==> src/rtl/rtsim_pkg.sv <==
// rtsim_pkg: shared definitions for the resonator simulation datapath.
//   DW         - width of drive samples, coefficients and per-mode results
//   PROD_SHIFT - right shift applied to the full-width product
//   state_e    - frame sequencer states
//   sat_shift  - shifts a DW x DW product back to DW bits and clips it,
//                shared with the mode-projection (dot-product) side
package rtsim_pkg;

  localparam int DW         = 18;
  localparam int PROD_SHIFT = 17;
  localparam int PW         = 2 * DW;

  typedef enum logic {
    IDLE = 1'b0,
    RUN  = 1'b1
  } state_e;

  typedef struct packed {
    logic [DW-1:0] value;
    logic          clipped;
  } sat_t;

  // The product's top DW+1 bits are the floored shift result; when the two
  // MSBs of that field disagree the value does not fit in DW bits and is
  // clipped towards the sign of the product.
  function automatic sat_t sat_shift(input logic signed [PW-1:0] prod);
    sat_t       r;
    logic [DW:0] sh;
    sh        = prod[PW-1:PROD_SHIFT];
    r.clipped = sh[DW] ^ sh[DW-1];
    if (!r.clipped) begin
      r.value = sh[DW-1:0];
    end else begin
      r.value = {sh[DW], {(DW-1){~sh[DW]}}};
    end
    return r;
  endfunction

endpackage

==> src/rtl/mode_drive_scatter_if.sv <==
// mode_drive_scatter_if: frame/coefficient/result bundle of the drive scatter.
//   start, x            - frame sync pulse and scalar drive sample
//   k_in, k_in_addr     - coefficient memory data (one clock after address) and address
//   result, valid, slot - per-mode drive stream, its qualifier and mode index
//   sat                 - current valid slot was clipped
//   busy                - frame in progress or pipeline not yet empty
// The slave modport is the scatter engine; master is whoever drives it.
interface mode_drive_scatter_if #(
  parameter int pcw = 10
);
  import rtsim_pkg::*;

  logic                 start;
  logic signed [DW-1:0] x;
  logic signed [DW-1:0] k_in;
  logic [pcw-1:0]       k_in_addr;
  logic signed [DW-1:0] result;
  logic                 valid;
  logic [pcw-1:0]       slot;
  logic                 sat;
  logic                 busy;

  modport slave (
    input  start, x, k_in,
    output k_in_addr, result, valid, slot, sat, busy
  );

  modport master (
    output start, x, k_in,
    input  k_in_addr, result, valid, slot, sat, busy
  );

endinterface

==> src/rtl/sat_mul_stage.sv <==
// sat_mul_stage: four registered stages turning a coefficient stream into
// saturated per-mode drive values, with valid/slot tags riding alongside.
//   clk, rst     - clock, synchronous active-high reset
//   flush_i      - drop every in-flight tag (frame restart)
//   in_valid_i   - tag for the coefficient arriving on k_i this cycle
//   in_slot_i    - mode index for that coefficient
//   k_i, x_i     - coefficient and held scalar drive
//   out_valid_o, out_slot_o, result_o, sat_o - registered output slot
//   any_valid_o  - some tag is still inside this pipeline
module sat_mul_stage
  import rtsim_pkg::*;
#(
  parameter int pcw = 10
) (
  input  logic                 clk,
  input  logic                 rst,
  input  logic                 flush_i,
  input  logic                 in_valid_i,
  input  logic [pcw-1:0]       in_slot_i,
  input  logic signed [DW-1:0] k_i,
  input  logic signed [DW-1:0] x_i,
  output logic                 out_valid_o,
  output logic [pcw-1:0]       out_slot_o,
  output logic signed [DW-1:0] result_o,
  output logic                 sat_o,
  output logic                 any_valid_o
);

  logic                 v1_q, v2_q, v3_q, v4_q;
  logic [pcw-1:0]       s1_q, s2_q, s3_q, s4_q;
  logic signed [DW-1:0] k1_q;
  logic signed [PW-1:0] prod2_q;
  sat_t                 sh3_q;
  logic signed [DW-1:0] result4_q;
  logic                 sat4_q;

  // A restart kills every tag at once, including the one entering the
  // output register, so the old frame stops cleanly.
  always_ff @(posedge clk) begin
    if (rst || flush_i) begin
      {v1_q, v2_q, v3_q, v4_q} <= '0;
    end else begin
      v1_q <= in_valid_i;
      v2_q <= v1_q;
      v3_q <= v2_q;
      v4_q <= v3_q;
    end
  end

  // Data stages run freely; only the tags decide what reaches the output.
  always_ff @(posedge clk) begin
    if (rst) begin
      k1_q    <= '0;
      prod2_q <= '0;
      sh3_q   <= '0;
      s1_q    <= '0;
      s2_q    <= '0;
      s3_q    <= '0;
    end else begin
      k1_q    <= k_i;
      s1_q    <= in_slot_i;
      prod2_q <= k1_q * x_i;
      s2_q    <= s1_q;
      sh3_q   <= sat_shift(prod2_q);
      s3_q    <= s2_q;
    end
  end

  // Result and slot hold their last value between slots; sat only ever
  // reports on a slot that is actually being presented.
  always_ff @(posedge clk) begin
    if (rst) begin
      result4_q <= '0;
      s4_q      <= '0;
      sat4_q    <= 1'b0;
    end else begin
      sat4_q <= v3_q & ~flush_i & sh3_q.clipped;
      if (v3_q && !flush_i) begin
        result4_q <= $signed(sh3_q.value);
        s4_q      <= s3_q;
      end
    end
  end

  assign out_valid_o = v4_q;
  assign out_slot_o  = s4_q;
  assign result_o    = result4_q;
  assign sat_o       = sat4_q;
  assign any_valid_o = v1_q | v2_q | v3_q | v4_q;

endmodule

==> src/rtl/mode_drive_scatter.sv <==
// mode_drive_scatter: once per frame latches a scalar drive x and streams
// sat(x*k[n]) for every mode n = 0..n_modes-1, one slot per clock.
//   clk, rst - clock, synchronous active-high reset (overrides start)
//   bus      - slave side of mode_drive_scatter_if (start/x in, coefficient
//              address out / data in, result/valid/slot/sat/busy out)
// Parameters: pcw = coefficient address width, n_modes = slots per frame
// (1..2^pcw).
module mode_drive_scatter
  import rtsim_pkg::*;
#(
  parameter int pcw     = 10,
  parameter int n_modes = 1024
) (
  input  logic                 clk,
  input  logic                 rst,
  mode_drive_scatter_if.slave  bus
);

  localparam logic [pcw-1:0] LastAddr = pcw'(n_modes - 1);

  state_e               state_q, state_d;
  logic [pcw-1:0]       pc_q, pc_d;
  logic signed [DW-1:0] x_hold_q, x_hold_d;
  logic                 v0_q;
  logic [pcw-1:0]       s0_q;
  logic                 pipe_busy;

  // v0/s0 delay the issue tag by the memory's one-clock read latency so it
  // lines up with k_in. A start drops the address issued in its own cycle.
  always_ff @(posedge clk) begin
    if (rst) begin
      state_q  <= IDLE;
      pc_q     <= '0;
      x_hold_q <= '0;
      v0_q     <= 1'b0;
      s0_q     <= '0;
    end else begin
      state_q  <= state_d;
      pc_q     <= pc_d;
      x_hold_q <= x_hold_d;
      v0_q     <= (state_q == RUN) && !bus.start;
      s0_q     <= pc_q;
    end
  end

  // A start always (re)opens a frame; otherwise RUN walks the addresses and
  // falls back to IDLE after the last one, where pc simply holds.
  always_comb begin
    state_d  = state_q;
    pc_d     = pc_q;
    x_hold_d = x_hold_q;
    if (bus.start) begin
      state_d  = RUN;
      pc_d     = '0;
      x_hold_d = bus.x;
    end else if (state_q == RUN) begin
      pc_d = pc_q + 1'b1;
      if (pc_q == LastAddr) begin
        state_d = IDLE;
      end
    end
  end

  sat_mul_stage #(
    .pcw (pcw)
  ) u_mul (
    .clk         (clk),
    .rst         (rst),
    .flush_i     (bus.start),
    .in_valid_i  (v0_q),
    .in_slot_i   (s0_q),
    .k_i         (bus.k_in),
    .x_i         (x_hold_q),
    .out_valid_o (bus.valid),
    .out_slot_o  (bus.slot),
    .result_o    (bus.result),
    .sat_o       (bus.sat),
    .any_valid_o (pipe_busy)
  );

  assign bus.k_in_addr = pc_q;
  assign bus.busy      = (state_q == RUN) | v0_q | pipe_busy;

endmodule

==> src/flat_wrapper.sv <==
// flat-port wrapper written by rule: the top's interface ports become plain ports
module mode_drive_scatter_flat import rtsim_pkg::*;
#(
  parameter int pcw     = 10,
  parameter int n_modes = 1024
)
  (clk, rst, bus_start, bus_x, bus_k_in, bus_k_in_addr, bus_result, bus_valid, bus_slot, bus_sat, bus_busy);
  mode_drive_scatter_if #(.pcw(pcw)) bus_i ();
  input  logic clk;
  input  logic rst;
  input wire logic [$bits(bus_i.start)-1:0] bus_start;
  input wire logic [$bits(bus_i.x)-1:0] bus_x;
  input wire logic [$bits(bus_i.k_in)-1:0] bus_k_in;
  output wire logic [$bits(bus_i.k_in_addr)-1:0] bus_k_in_addr;
  output wire logic [$bits(bus_i.result)-1:0] bus_result;
  output wire logic [$bits(bus_i.valid)-1:0] bus_valid;
  output wire logic [$bits(bus_i.slot)-1:0] bus_slot;
  output wire logic [$bits(bus_i.sat)-1:0] bus_sat;
  output wire logic [$bits(bus_i.busy)-1:0] bus_busy;
  assign bus_i.start = bus_start;
  assign bus_i.x = bus_x;
  assign bus_i.k_in = bus_k_in;
  assign bus_k_in_addr = bus_i.k_in_addr;
  assign bus_result = bus_i.result;
  assign bus_valid = bus_i.valid;
  assign bus_slot = bus_i.slot;
  assign bus_sat = bus_i.sat;
  assign bus_busy = bus_i.busy;
  mode_drive_scatter #(.pcw(pcw), .n_modes(n_modes)) u_core (.clk(clk), .rst(rst), .bus(bus_i));
endmodule
==> config.mk <==
export PLATFORM = sky130hd
export DESIGN_NAME = mode_drive_scatter_flat
export DESIGN_NICKNAME = d
export VERILOG_FILES = /design/src/rtl/rtsim_pkg.sv /design/src/rtl/mode_drive_scatter_if.sv /design/src/rtl/sat_mul_stage.sv /design/src/rtl/mode_drive_scatter.sv /design/src/flat_wrapper.sv
export SDC_FILE = /design/constraint.sdc
export NUM_CORES = 1
export LEC_CHECK = 0
export CORE_MARGIN = 5
export CORE_UTILIZATION = 40
export DETAILED_ROUTE_END_ITERATION = 10
export DONT_BUFFER_PORTS = 1
export GPL_TIMING_DRIVEN = 0
export PLACE_DENSITY_LB_ADDON = 0.25
export RECOVER_POWER = 50
export SLEW_MARGIN = 20
export SYNTH_ARGS = -nofsm -noshare
export SYNTH_HDL_FRONTEND = slang
export SYNTH_SLANG_ARGS = --single-unit
==> constraint.sdc <==
create_clock -name clk -period 6.7 [get_ports clk]
set_input_delay 1.005 -clock clk [delete_from_list [all_inputs] [get_ports clk]]
set_output_delay 1.005 -clock clk [all_outputs]
set_load 0.1 [all_outputs]
==> results.md, run 1 <==
* Status: complete, no violations
* # nets final at about 2300
* Reg-to-reg slack, setup at between 0.2 and 0.25 ns
* HP Class: reg -> reg
* Clock Tree Buf Depth at 2
* Register area share after synthesis at between 10% and 20%
* Clk network pwr share at a little over a quarter
* CP endpoint kind: register
* Fin crit share at between 90% and 100%
* Worst skew pair latency at roughly 0.42 ns
* CTS sink count at approximately 160
* Most frequent cells in the layout: 377 x inv_1, 327 x fa_1, 236 x nand2_1, 165 x and2_1, 126 x dfxtp_1
* Drc violations at 0
* Total negative slack at 0 ns
* WS Path Type: reg -> reg
* GRT Total Usage at between 10% and 20%
* FF+latch count, synth at around 160
* Capturing point of the worst reg2reg path: u_core.u_mul.prod2_q[26]$_SDFF_PP0_
* Hold Path Depth at 2
* Switching Power at 1.48 mW
* Hold_sp: u_core.u_mul.sh3_q[6]$_SDFF_PP0_
* Internal power at around 2.3 mW
* H-tree Lvls at 4
* DP HPWL at 35.4 mm
* Slew Viols, Final at 0
* Max FO, Critical Path at 10
* Core Footprint at roughly 42000 sq um
* Synth warn at 0
* Final Skew at 0.0161 ns
* Fraction of layout cells with a size suffix above 1 at 7.07%
* Clock Pin Slew Worst Setup and Hold Paths at 0.07 ns
* Clock root buffer: clkbuf_16
* Mux cell area share after synthesis at under 10%
* Hold WS at ~0.43 ns
* Via count at ~12000
* Vias in the first global route at between 10000 and 15000
* Total gr overflow at 0
* Adder-cell share of the synthesized area at roughly 46%
* Combinational family with the most area after synthesis: adder cells
* Max IR drop VDD at approximately 0.18 mV
* Core Rows at between 70 and 80
* Horiz. Die Dim at ~220 um
* Commonest non-fill, non-tap cell in the layout: inv_1
* Logic pwr share at around 44%
* Syn Inst Count at between 1500 and 2000
* Fin. Hold Viols at 0
* FF-to-FF path depth at 21
* Async SR Flop Fraction at 0%
* Mapped Nets at 2271
* Fillers at roughly 4100
* Rel. slew slack at a little under a quarter
* Worst-Margin Slew at about 1.2 ns
* FMAX at between 150 and 200 MHz
* Finished Core Util at between 40 and 50%
* Critical Path AT at around 6.8 ns
* Post-DP Area at about 18000 sq um
* EDFF count, synth at 0
* Die Y at approximately 220 um
* Die area at 46300 sq um
* Leakage power at 8.84 nW
* Pwr Density at 208 nW/um^2
* Seq pwr share at ~30%
* CTS buffer count at 17
* Mean routed wirelength per cell at ~18 um
* CTS tree: done
* Ys flop type: dfxtp_1
* Initial drt markers at between 600 and 700
* Compound-Gate Fraction of Synth Area at ~4.5%
* Initial antenna violation count at 2
* Max cap viols at 0
* Sw frac at between 30% and 40%
* 1st-pass router iterations at 7
* Routed Antenna Nets at 0
* Simple-gate share of the synthesized area at 17.7%
* Port bufs at 0
* Crit start category: register
* Avg Inst Size Synth at between 9 and 10 sq um
* Final setup violation count at 0
* CP Data Required Time at about 7.0 ns
* Placer Congestion at 0.884
* Hold endpoint: u_core.u_mul.result_o[5]$_SDFFE_PP0P_
* First-pass GRT wire length at roughly 70 mm
* WL final at roughly 42 mm
* Finished layout cell area at ~18000 sq um
* Area Growth Syn to Fin at 9.65%
* Largest net degree at the start of global routing at 20
* Initial Util at between 40 and 50%
* Synth unique cells at 51
* Via density at between 4 and 5
* IO Pins at 80
* Post-Synth XOR/XNOR Area at under 10%
* RR Startpoint: u_core.u_mul.k1_q[16]$_SDFF_PP0_
* Final min period at between 6 and 7 ns
* Mapped Area at between 15000 and 20000 sq um
-- routing by layer --
metal	track usage, %	vias up	wire, um
met1	25.3	5945	18000
li1	-	5405	-
met4	4.14	0	633
met5	0	-	0
met3	3.24	32	2200
met2	32.9	276	21000
-- power by group through the flow --
stage          Sequential, mW  Combinational, mW  Clock (mW)
3_5_place_dp             1.14               1.67           0
3_3_place_gp             1.14               1.63           0
2_1_floorplan            1.11               1.24           0
6_report                 1.14               1.69        1.01
4_1_cts                  1.14               1.67        1.03
5_1_grt                  1.15               1.95        1.07
-- through the flow --
step,worst slack (ns),cells,power [mW]
final,0.230,2381,3.83
after global routing,-0.0145,2380,4.17
after CTS,0.0249,2372,3.83
after detailed placement,-0.917,2352,2.81
after global placement,-0.860,2352,2.78
after floorplan,0.484,1813,2.36
-- flip-flops by register name, summed over array words and instances, names as in the netlist, 10 cells and up --
signal / count
u_core.u_mul.prod2_q: 19
u_core.u_mul.sh3_q: 19
u_core.u_mul.k1_q: 18
u_core.u_mul.result_o: 18
u_core.x_hold_q: 18
u_core.bus.k_in_addr: 10
u_core.s0_q: 10
u_core.u_mul.out_slot_o: 10
u_core.u_mul.s1_q: 10
u_core.u_mul.s2_q: 10
u_core.u_mul.s3_q: 10
-- worst max-delay path by stage --
stage | from | endpoint | slack, ns
2_1_floorplan | u_core.x_hold_q[9]$_SDFFE_PP0P_ | u_core.u_mul.prod2_q[26]$_SDFF_PP0_ | 0.48
3_3_place_gp | u_core.x_hold_q[9]$_SDFFE_PP0P_ | u_core.u_mul.prod2_q[29]$_SDFF_PP0_ | -0.86
3_5_place_dp | u_core.x_hold_q[9]$_SDFFE_PP0P_ | u_core.u_mul.prod2_q[29]$_SDFF_PP0_ | -0.92
4_1_cts | u_core.x_hold_q[1]$_SDFFE_PP0P_ | u_core.u_mul.prod2_q[26]$_SDFF_PP0_ | 0.02
5_1_grt | u_core.u_mul.k1_q[12]$_SDFF_PP0_ | u_core.u_mul.prod2_q[26]$_SDFF_PP0_ | -0.01
6_report | u_core.u_mul.k1_q[16]$_SDFF_PP0_ | u_core.u_mul.prod2_q[26]$_SDFF_PP0_ | 0.23
-- cell type report --
| type | count | area [sq um] | area share, % |
|---|---|---|---|
| plain buffers | 63 | 384 | 2.08 |
| clock buffers | 18 | 439 | 2.38 |
| multi-input cells | 1198 | 12000 | 65.0 |
| clock inverters | 13 | 176 | 0.956 |
| repair buffers | 11 | 82.6 | 0.447 |
| diodes | 2 | 5.00 | 0.0271 |
| inverters | 378 | 1420 | 7.71 |
| well taps | 539 | 674 | 3.65 |
| flip-flops and latches | 159 | 3270 | 17.7 |
-- cells by family after synthesis --
logic type | count (synthesis)
simple gates | 602
buf+inv | 456
fa+ha+maj | 419
flops | 159
compound gates | 125
mux | 27
xor+xnor | 25
-- synthesized netlist by cell type, types with 2 or more instances --
cell type  count  area (sq um)
o22ai_1        2          12.5
xnor2_1       16           140
a31oi_1        2          12.5
o211ai_1       3          22.5
nand2b_1       6          37.5
nand3_1        5          25.0
a21oi_1       73           365
o32ai_1        2          17.5
nor2b_1       65           407
ha_1          91          1140
o21bai_1       2          15.0
and3_1         6          37.5
nand2_1      236           886
xor2_1         9          78.8
o2111ai_1      2          17.5
nand4_1        8          50.1
nor3_1        12          60.1
and4_1         2          17.5
mux2_2         4          45.0
dfxtp_1      159          3180
nor2_1        77           289
clkbuf_1      70           263
or2_2          5          31.3
or3_1          5          31.3
o31ai_1        2          15.0
a21o_1        12          90.1
buf_1          7          26.3
o21ai_0       11          55.1
inv_1        378          1420
o21a_1         3          22.5
mux2i_1       20           200
fa_1         328          6570
mux2_1         3          33.8
and2_1       170          1060
-- critical path, stage by stage, from the launching register on --
cell,delay (ns)
dfxtp_4,0.39
clkbuf_8,0.19
nand2_1,0.09
fa_1,0.54
inv_1,0.05
fa_1,0.52
inv_1,0.05
fa_1,0.47
fa_1,0.51
inv_1,0.05
fa_1,0.52
inv_1,0.05
fa_1,0.54
inv_1,0.09
ha_4,0.25
a222oi_1,0.32
o2111ai_1,0.17
a41oi_2,0.30
o221ai_2,0.18
a221o_2,0.48
a31oi_2,0.23
mux2_1,0.33
-- repair_timing --
item | CTS | global route
setup buffers | 0 | 11
hold buffers | 0 | 0
pin swaps | 1 | 4
setup endpoints to repair | 16 | 13
gates resized for setup | 89 | 71
Power figures use the tool's default switching activity.
==> inputs of run 2 (changes only) <==
--- a/config.mk
+++ b/config.mk
@@ -5,6 +5,7 @@
 export SDC_FILE = /design/constraint.sdc
 export NUM_CORES = 1
 export LEC_CHECK = 0
+export ABC_AREA = 1
 export CORE_MARGIN = 5
 export CORE_UTILIZATION = 40
 export DETAILED_ROUTE_END_ITERATION = 10
==> run 2 against run 1 <==
  * Total power up 29%
  * Critical path depth grew 5
  * Via count is 18% higher
  * First-iteration DRC count up 46%
  * Largest power group unchanged
==> results.md, run 2 <==
* Status: complete, no violations
* # nets final at 2779
* Final min period at about 6.4 ns
* Initial antenna violation count at 0
* CP Data Required Time at roughly 7.1 ns
* Rel. slew slack at a little under a quarter
* Area Growth Syn to Fin at 7.52%
* Largest net degree at the start of global routing at 20
* Async SR Flop Fraction at 0%
* Clock root buffer: clkbuf_16
* Final Skew at approximately 0.018 ns
* Reg-to-reg slack, setup at between 0.3 and 0.4 ns
* Adder-cell share of the synthesized area at a little over two fifths
* Avg Inst Size Synth at ~7.7 sq um
* H-tree Lvls at 4
* Initial drt markers at between 800 and 900
* IO Pins at 80
* CTS tree: done
* Regs by FF count: u_core.u_mul.prod2_q (19), u_core.u_mul.sh3_q (19)
* RSZ-0062 raised after global routing: false
* Total negative slack at 0 ns
* WL final at 47.2 mm
* Max IR drop VDD at 0.201 mV
* FMAX at 156 MHz
* Fraction of layout cells with a size suffix above 1 at 3.60%
* First-pass GRT wire length at 78.3 mm
* Synth unique cells at 37
* HP Class: reg -> reg
* Fin crit share at between 90% and 100%
* Via density at roughly 4.7
* WS Path Type: reg -> reg
* FF+latch count, synth at roughly 160
* Simple-gate share of the synthesized area at about 17%
* Post-DP Area at roughly 19000 sq um
* Hold WS at 0.398 ns
* CTS sink count at about 160
* Commonest non-fill, non-tap cell in the layout: inv_1
* Register area share after synthesis at between 10% and 20%
* Leakage power at ~11 nW
* Placer Congestion at 0.936
* Mean routed wirelength per cell at ~16 um
* Total power draw at around 4.9 mW
* Via count at 13800
* Clock Tree Buf Depth at 2
* Combinational family with the most area after synthesis: adder cells
* Max FO, Critical Path at 10
* Number of setup buffers added after CTS at 0
* EDFF count, synth at 0
* Routed Antenna Nets at 0
* Top-area cell type share of the netlist area at a little under two fifths
* Worst skew pair latency at between 0.4 and 0.5 ns
* Finished layout cell area at approximately 19000 sq um
* Commonest cells in the netlist: 674 x inv_1, 478 x nand2_1, 328 x fa_1, 246 x nor2_1, 159 x dfxtp_1
* Drc violations at 0
* GRT Total Usage at approximately a fifth
* Crit start category: register
* Max cap viols at 0
* Total gr overflow at 0
* Post-Synth XOR/XNOR Area at less than 1%
* Finished Core Util at 43.5%
* Compound-Gate Fraction of Synth Area at under 10%
* Worst-Margin Slew at ~1.2 ns
* Slew Viols, Final at 0
* Yosys top cell by area: fa_1
* Horiz. Die Dim at approximately 220 um
* Mapped Area at about 18000 sq um
* Syn Inst Count at ~2300
* CTS buffer count at 17
* Top cells by area, synth: fa_1 37%, dfxtp_1 18%, inv_1 14%
* 1st-pass router iterations at 5
* Mux cell area share after synthesis at 0%
* Post-CTS Hold Buffers at 0
* Top Layer Used: met4
* DR WL met3 at 2.74 mm
* Ys flop type: dfxtp_1
* Synth warn at 0
* Initial Util at 40.4%
* Core Rows at 77
* Final setup violation count at 0
* Vias in the first global route at 14900
* DR WL met2 at between 20 and 25 mm
* Die area at slightly below 50000 sq um
* CP endpoint kind: register
* M1 WL at 20.4 mm
* Port bufs at 0
* DP HPWL at roughly 40 mm
* Fin. Hold Viols at 0
* Clock Pin Slew Worst Setup and Hold Paths at about 0.080 ns
* Critical Path AT at between 6 and 7 ns
* Most frequent cells in the layout: 675 x inv_1, 478 x nand2_1, 328 x fa_1, 246 x nor2_1, 156 x dfxtp_1
* Mapped Nets at about 2800
* Pwr Density at between 200 and 300 nW/um^2
* Most numerous cell in the Yosys netlist: inv_1
* Die Y at 221 um
* Core Footprint at approximately 44000 sq um
[run 2: cell types whose count changed after synthesis, sizes merged, moves of 16 or more]
| cell | before | now |
|---|---|---|
| and2 | 170 | 1 |
| inv | 378 | 678 |
| nor2 | 77 | 249 |
| o21ai | 11 | 86 |
| nor2b | 65 | 0 |
| nand2 | 236 | 487 |
| nand3 | 5 | 24 |
| clkbuf | 70 | 86 |
| mux2i | 20 | 0 |
[run 2: final timing paths]
path,from,end,cells after the start
worst max-delay path,u_core.u_mul.k1_q[7]$_SDFF_PP0_,u_core.u_mul.prod2_q[23]$_SDFF_PP0_,26
worst min-delay path,u_core.u_mul.s1_q[9]$_SDFF_PP0_,u_core.u_mul.s2_q[9]$_SDFF_PP0_,2
worst max register to register,u_core.u_mul.k1_q[7]$_SDFF_PP0_,u_core.u_mul.prod2_q[23]$_SDFF_PP0_,26
worst min register to register,u_core.u_mul.s1_q[9]$_SDFF_PP0_,u_core.u_mul.s2_q[9]$_SDFF_PP0_,2
[run 2: layout make-up]
class	instances	area (sq um)
fillers	4658	25000
multi-input cells	1374	11700
flip-flops and latches	159	3190
inverters	678	2540
well taps	592	741
clock buffers	17	425
plain buffers	91	373
clock inverters	15	193
diodes	2	5.00
[run 2: layer usage]
| layer | vias to the layer above | global-route usage (%) |
|---|---|---|
| met5 | - | 0 |
| met4 | 0 | 6.58 |
| met3 | 76 | 3.49 |
| met2 | 360 | 34.7 |
| met1 | 6785 | 26.3 |
| li1 | 6544 | - |
[run 2: critical path, stage by stage (launching register included)]
cell and delay (ns):
dfxtp_1 0.32, clkbuf_1 0.62, clkbuf_2 0.43, nand2_1 0.14, fa_1 0.56, inv_1 0.06, fa_1 0.49, inv_1 0.05
fa_1 0.53, inv_1 0.05, fa_1 0.40, fa_1 0.52, inv_1 0.05, fa_1 0.58, inv_1 0.07, ha_1 0.36
nand2_2 0.14, inv_1 0.06, a21oi_2 0.16, inv_1 0.06, a21oi_1 0.15, nand2_2 0.14, nand2_1 0.08, nand2_1 0.08
nand2_1 0.07, nand2_1 0.05, nor2_1 0.09
[run 2: cells by family (layout without fill, tap and decap cells)]
group | after synthesis | count (layout)
and+or+nand+nor | 782 | 782
buffers and inverters | 780 | 801
adders and majority gates | 419 | 419
AOI/OAI and AO/OA | 168 | 168
DFF | 159 | 159
xor gates and xnor gates | 5 | 5
other | 0 | 2
[run 2: power by group]
part / switching [mW] / internal [mW]
registers: 0.0571 / 1.07
clock network: 0.495 / 0.506
logic: 1.83 / 0.968
total: 2.38 / 2.54
[run 2: through the flow]
step	std cells	setup slack [ns]
6_report	2928	0.302
5_1_grt	2926	0.00792
4_1_cts	2936	0.0922
3_5_place_dp	2905	-0.0850
3_3_place_gp	2905	-0.0619
2_1_floorplan	2313	1.14
[run 2: timing repair]
item	CTS	global route
endpoints found under the setup margin	3	18
cloned	0	0
gates resized for setup	3	30
==> inputs of run 3 (changes only) <==
--- a/config.mk
+++ b/config.mk
@@ -11,7 +11,7 @@
 export DETAILED_ROUTE_END_ITERATION = 10
 export DONT_BUFFER_PORTS = 1
 export GPL_TIMING_DRIVEN = 0
-export PLACE_DENSITY_LB_ADDON = 0.25
+export PLACE_DENSITY = 0.67
 export RECOVER_POWER = 50
 export SLEW_MARGIN = 20
 export SYNTH_ARGS = -nofsm -noshare
==> run 3 against run 2 <==
  * First-iteration DRC count increased by 7.1%
  * Final cell count decreased by 0.10%
  * Hold slack improved by 0.0014 ns
  * Die area unchanged
  * Utilization decreased by 0.062 points
  * Flip-flop and latch count unchanged
  * Design area decreased by 0.14%
  * Total power decreased by 0.92%
  * Critical path depth decreased by 7
  * Sequential power about the same
  * Routed wire length decreased by 2.4%
  * Highest routed layer unchanged
==> results.md, run 3 (synthesized netlist as in run 2, its figures left out) <==
* Commonest non-fill, non-tap cell in the layout: inv_1
* Pwr Density at around 260 nW/um^2
* FF-to-FF path depth at 19
* Final setup violation count at 0
* Reg-to-reg slack, setup at 0.33 ns
* CP max-delay cell: dfxtp_1
* CTS buffer count at 17
* Max cap viols at 0
* Hold_sp: u_core.u_mul.s2_q[3]$_SDFF_PP0_
* HP Class: reg -> reg
* Hold WS at between 0.3 and 0.4 ns
* Total gr overflow at 0
* Vias in the first global route at ~15000
* H-tree Lvls at 4
* Hold Path Depth at 2
* Crit start category: register
* Finished Core Util at 43.4%
* Rel. slew slack at ~26%
* Worst skew pair latency at around 0.44 ns
* # nets final at about 2800
* Port bufs at 0
* Critical Path AT at around 6.7 ns
* Fin crit share at around 95%
* Via density at 4.74
* Crit path max-delay family: adder cells
* DP HPWL at between 30 and 40 mm
* WP buf/inv at 4
* RSZ-0062 raised after global routing: false
* Fillers at ~4500
* IO Pins at 80
* CTS tree: done
* Capturing point of the worst reg2reg path: u_core.u_mul.prod2_q[30]$_SDFF_PP0_
* First-pass GRT wire length at between 70 and 80 mm
* Final min period at around 6.4 ns
* Initial Util at 40.4%
* Regs by FF count: u_core.u_mul.prod2_q (19), u_core.u_mul.sh3_q (19)
* Clock root buffer: clkbuf_16
* Max FO, Critical Path at 10
* RR Startpoint: u_core.x_hold_q[8]$_SDFFE_PP0P_
* 1st-pass router iterations at 6
* Max IR drop VDD at around 0.16 mV
* Finished layout cell area at roughly 19000 sq um
* Critical path's largest stage delay at ~0.76 ns
* CP endpoint kind: register
* Diode count at 0
* Clock Tree Buf Depth at 2
* Hold endpoint: u_core.u_mul.s3_q[3]$_SDFF_PP0_
* Final Skew at 0.0250 ns
* Fin. Hold Viols at 0
* Drc violations at 0
* Most used cell, CP: fa_1
* Slew Viols, Final at 0
* Area Growth Syn to Fin at 7.37%
* Worst-Margin Slew at 1.11 ns
* Total negative slack at 0 ns
* Core Footprint at ~44000 sq um
* WS Path Type: reg -> reg
* Cell Chain, Critical Path: clkbuf_2, nand2_1, fa_1, inv_1, fa_1, fa_1, fa_1, fa_1, inv_1, fa_1, inv_1, ha_1, nand2_1, nor2_1, nand2_1, nor3_1, o21ai_0, a21oi_1, nor2_1
* CTS sink count at ~160
* Total power draw at between 4 and 5 mW
* Mean routed wirelength per cell at between 15 and 20 um
* # resized after CTS at 3
* Via count at around 14000
* Status: complete, no violations
* Post-CTS Hold Buffers at 0
* WL final at roughly 46 mm
* Number of setup buffers added after CTS at 0
* Clock Pin Slew Worst Setup and Hold Paths at roughly 0.08 ns
* Placer Congestion at 0.935
* CP Data Required Time at approximately 7 ns
* Routed Antenna Nets at 0
* Most frequent cells in the layout: 675 x inv_1, 478 x nand2_1, 328 x fa_1, 246 x nor2_1, 155 x dfxtp_1
* Core Rows at between 70 and 80
* Leakage power at about 11 nW
* Initial drt markers at 956
* Die area at around 50000 sq um
* Horiz. Die Dim at ~220 um
* Fraction of layout cells with a size suffix above 1 at under 10%
* Die Y at ~220 um
* Post-DP Area at 18600 sq um
* GRT Total Usage at between 10% and 20%
* Largest net degree at the start of global routing at 19
* FMAX at ~160 MHz
* Initial antenna violation count at 1
## run 3: changes by cell type in the layout (fill, tap and decap cells not counted), sizes merged
cell and delta:
clkinv -1, clkinvlp -1, buf +2, clkbuf -3
diode -2, inv +2
## run 3: how the worst max path moves through the flow
stage,from,endpoint,slack (ns),cells after the start
after floorplan,u_core.x_hold_q[4]$_SDFFE_PP0P_,u_core.u_mul.prod2_q[31]$_SDFF_PP0_,1.14,20
after global placement,u_core.u_mul.k1_q[17]$_SDFF_PP0_,u_core.u_mul.prod2_q[30]$_SDFF_PP0_,-0.09,24
after detailed placement,u_core.u_mul.k1_q[17]$_SDFF_PP0_,u_core.u_mul.prod2_q[30]$_SDFF_PP0_,-0.15,24
after CTS,u_core.x_hold_q[5]$_SDFFE_PP0P_,u_core.u_mul.prod2_q[30]$_SDFF_PP0_,0.07,20
after global routing,u_core.x_hold_q[14]$_SDFFE_PP0P_,u_core.u_mul.prod2_q[30]$_SDFF_PP0_,0.001,21
final,u_core.x_hold_q[8]$_SDFFE_PP0P_,u_core.u_mul.prod2_q[30]$_SDFF_PP0_,0.33,19
## run 3: through the flow
step | worst slack, ns | std cells
after floorplan | 1.14 | 2313
after global placement | -0.0898 | 2905
after detailed placement | -0.153 | 2905
after CTS | 0.0722 | 2936
after global routing | 0.00129 | 2925
final | 0.330 | 2925
## run 3: worst register-to-register path, stage by stage (launching register included)
cell	delay, ns
dfxtp_1	0.76
clkbuf_2	0.41
nand2_1	0.11
fa_1	0.50
inv_1	0.08
fa_1	0.75
fa_1	0.53
fa_1	0.51
fa_1	0.49
inv_1	0.04
fa_1	0.48
inv_1	0.05
ha_1	0.40
nand2_1	0.14
nor2_1	0.25
nand2_1	0.16
nor3_1	0.16
o21ai_0	0.19
a21oi_1	0.18
nor2_1	0.06
## run 3: where the power goes
part	internal [mW]	leakage (nW)	total (mW)	switching [mW]
registers	1.07	1.30	1.13	0.0590
logic	0.964	9.00	2.79	1.83
clock network	0.502	0.286	0.959	0.457
## run 3: area by class of cell
class	count	area, sq um	area share, %
Multi-Input combinational cell	1374	11700	61.1
Sequential cell	159	3190	16.7
Inverter	678	2540	13.3
Tap cell	592	741	3.87
Clock buffer	17	425	2.22
Buffer	90	369	1.93
Clock inverter	15	173	0.902
## run 3: per-layer routing
layer  vias up  GRT usage [%]  wire [um]
met5         -              0          0
met4         0           6.82       1710
met3       101           3.83       3570
met2       454           32.4      21800
met1      6772           25.4      18900
li1       6527              -          -
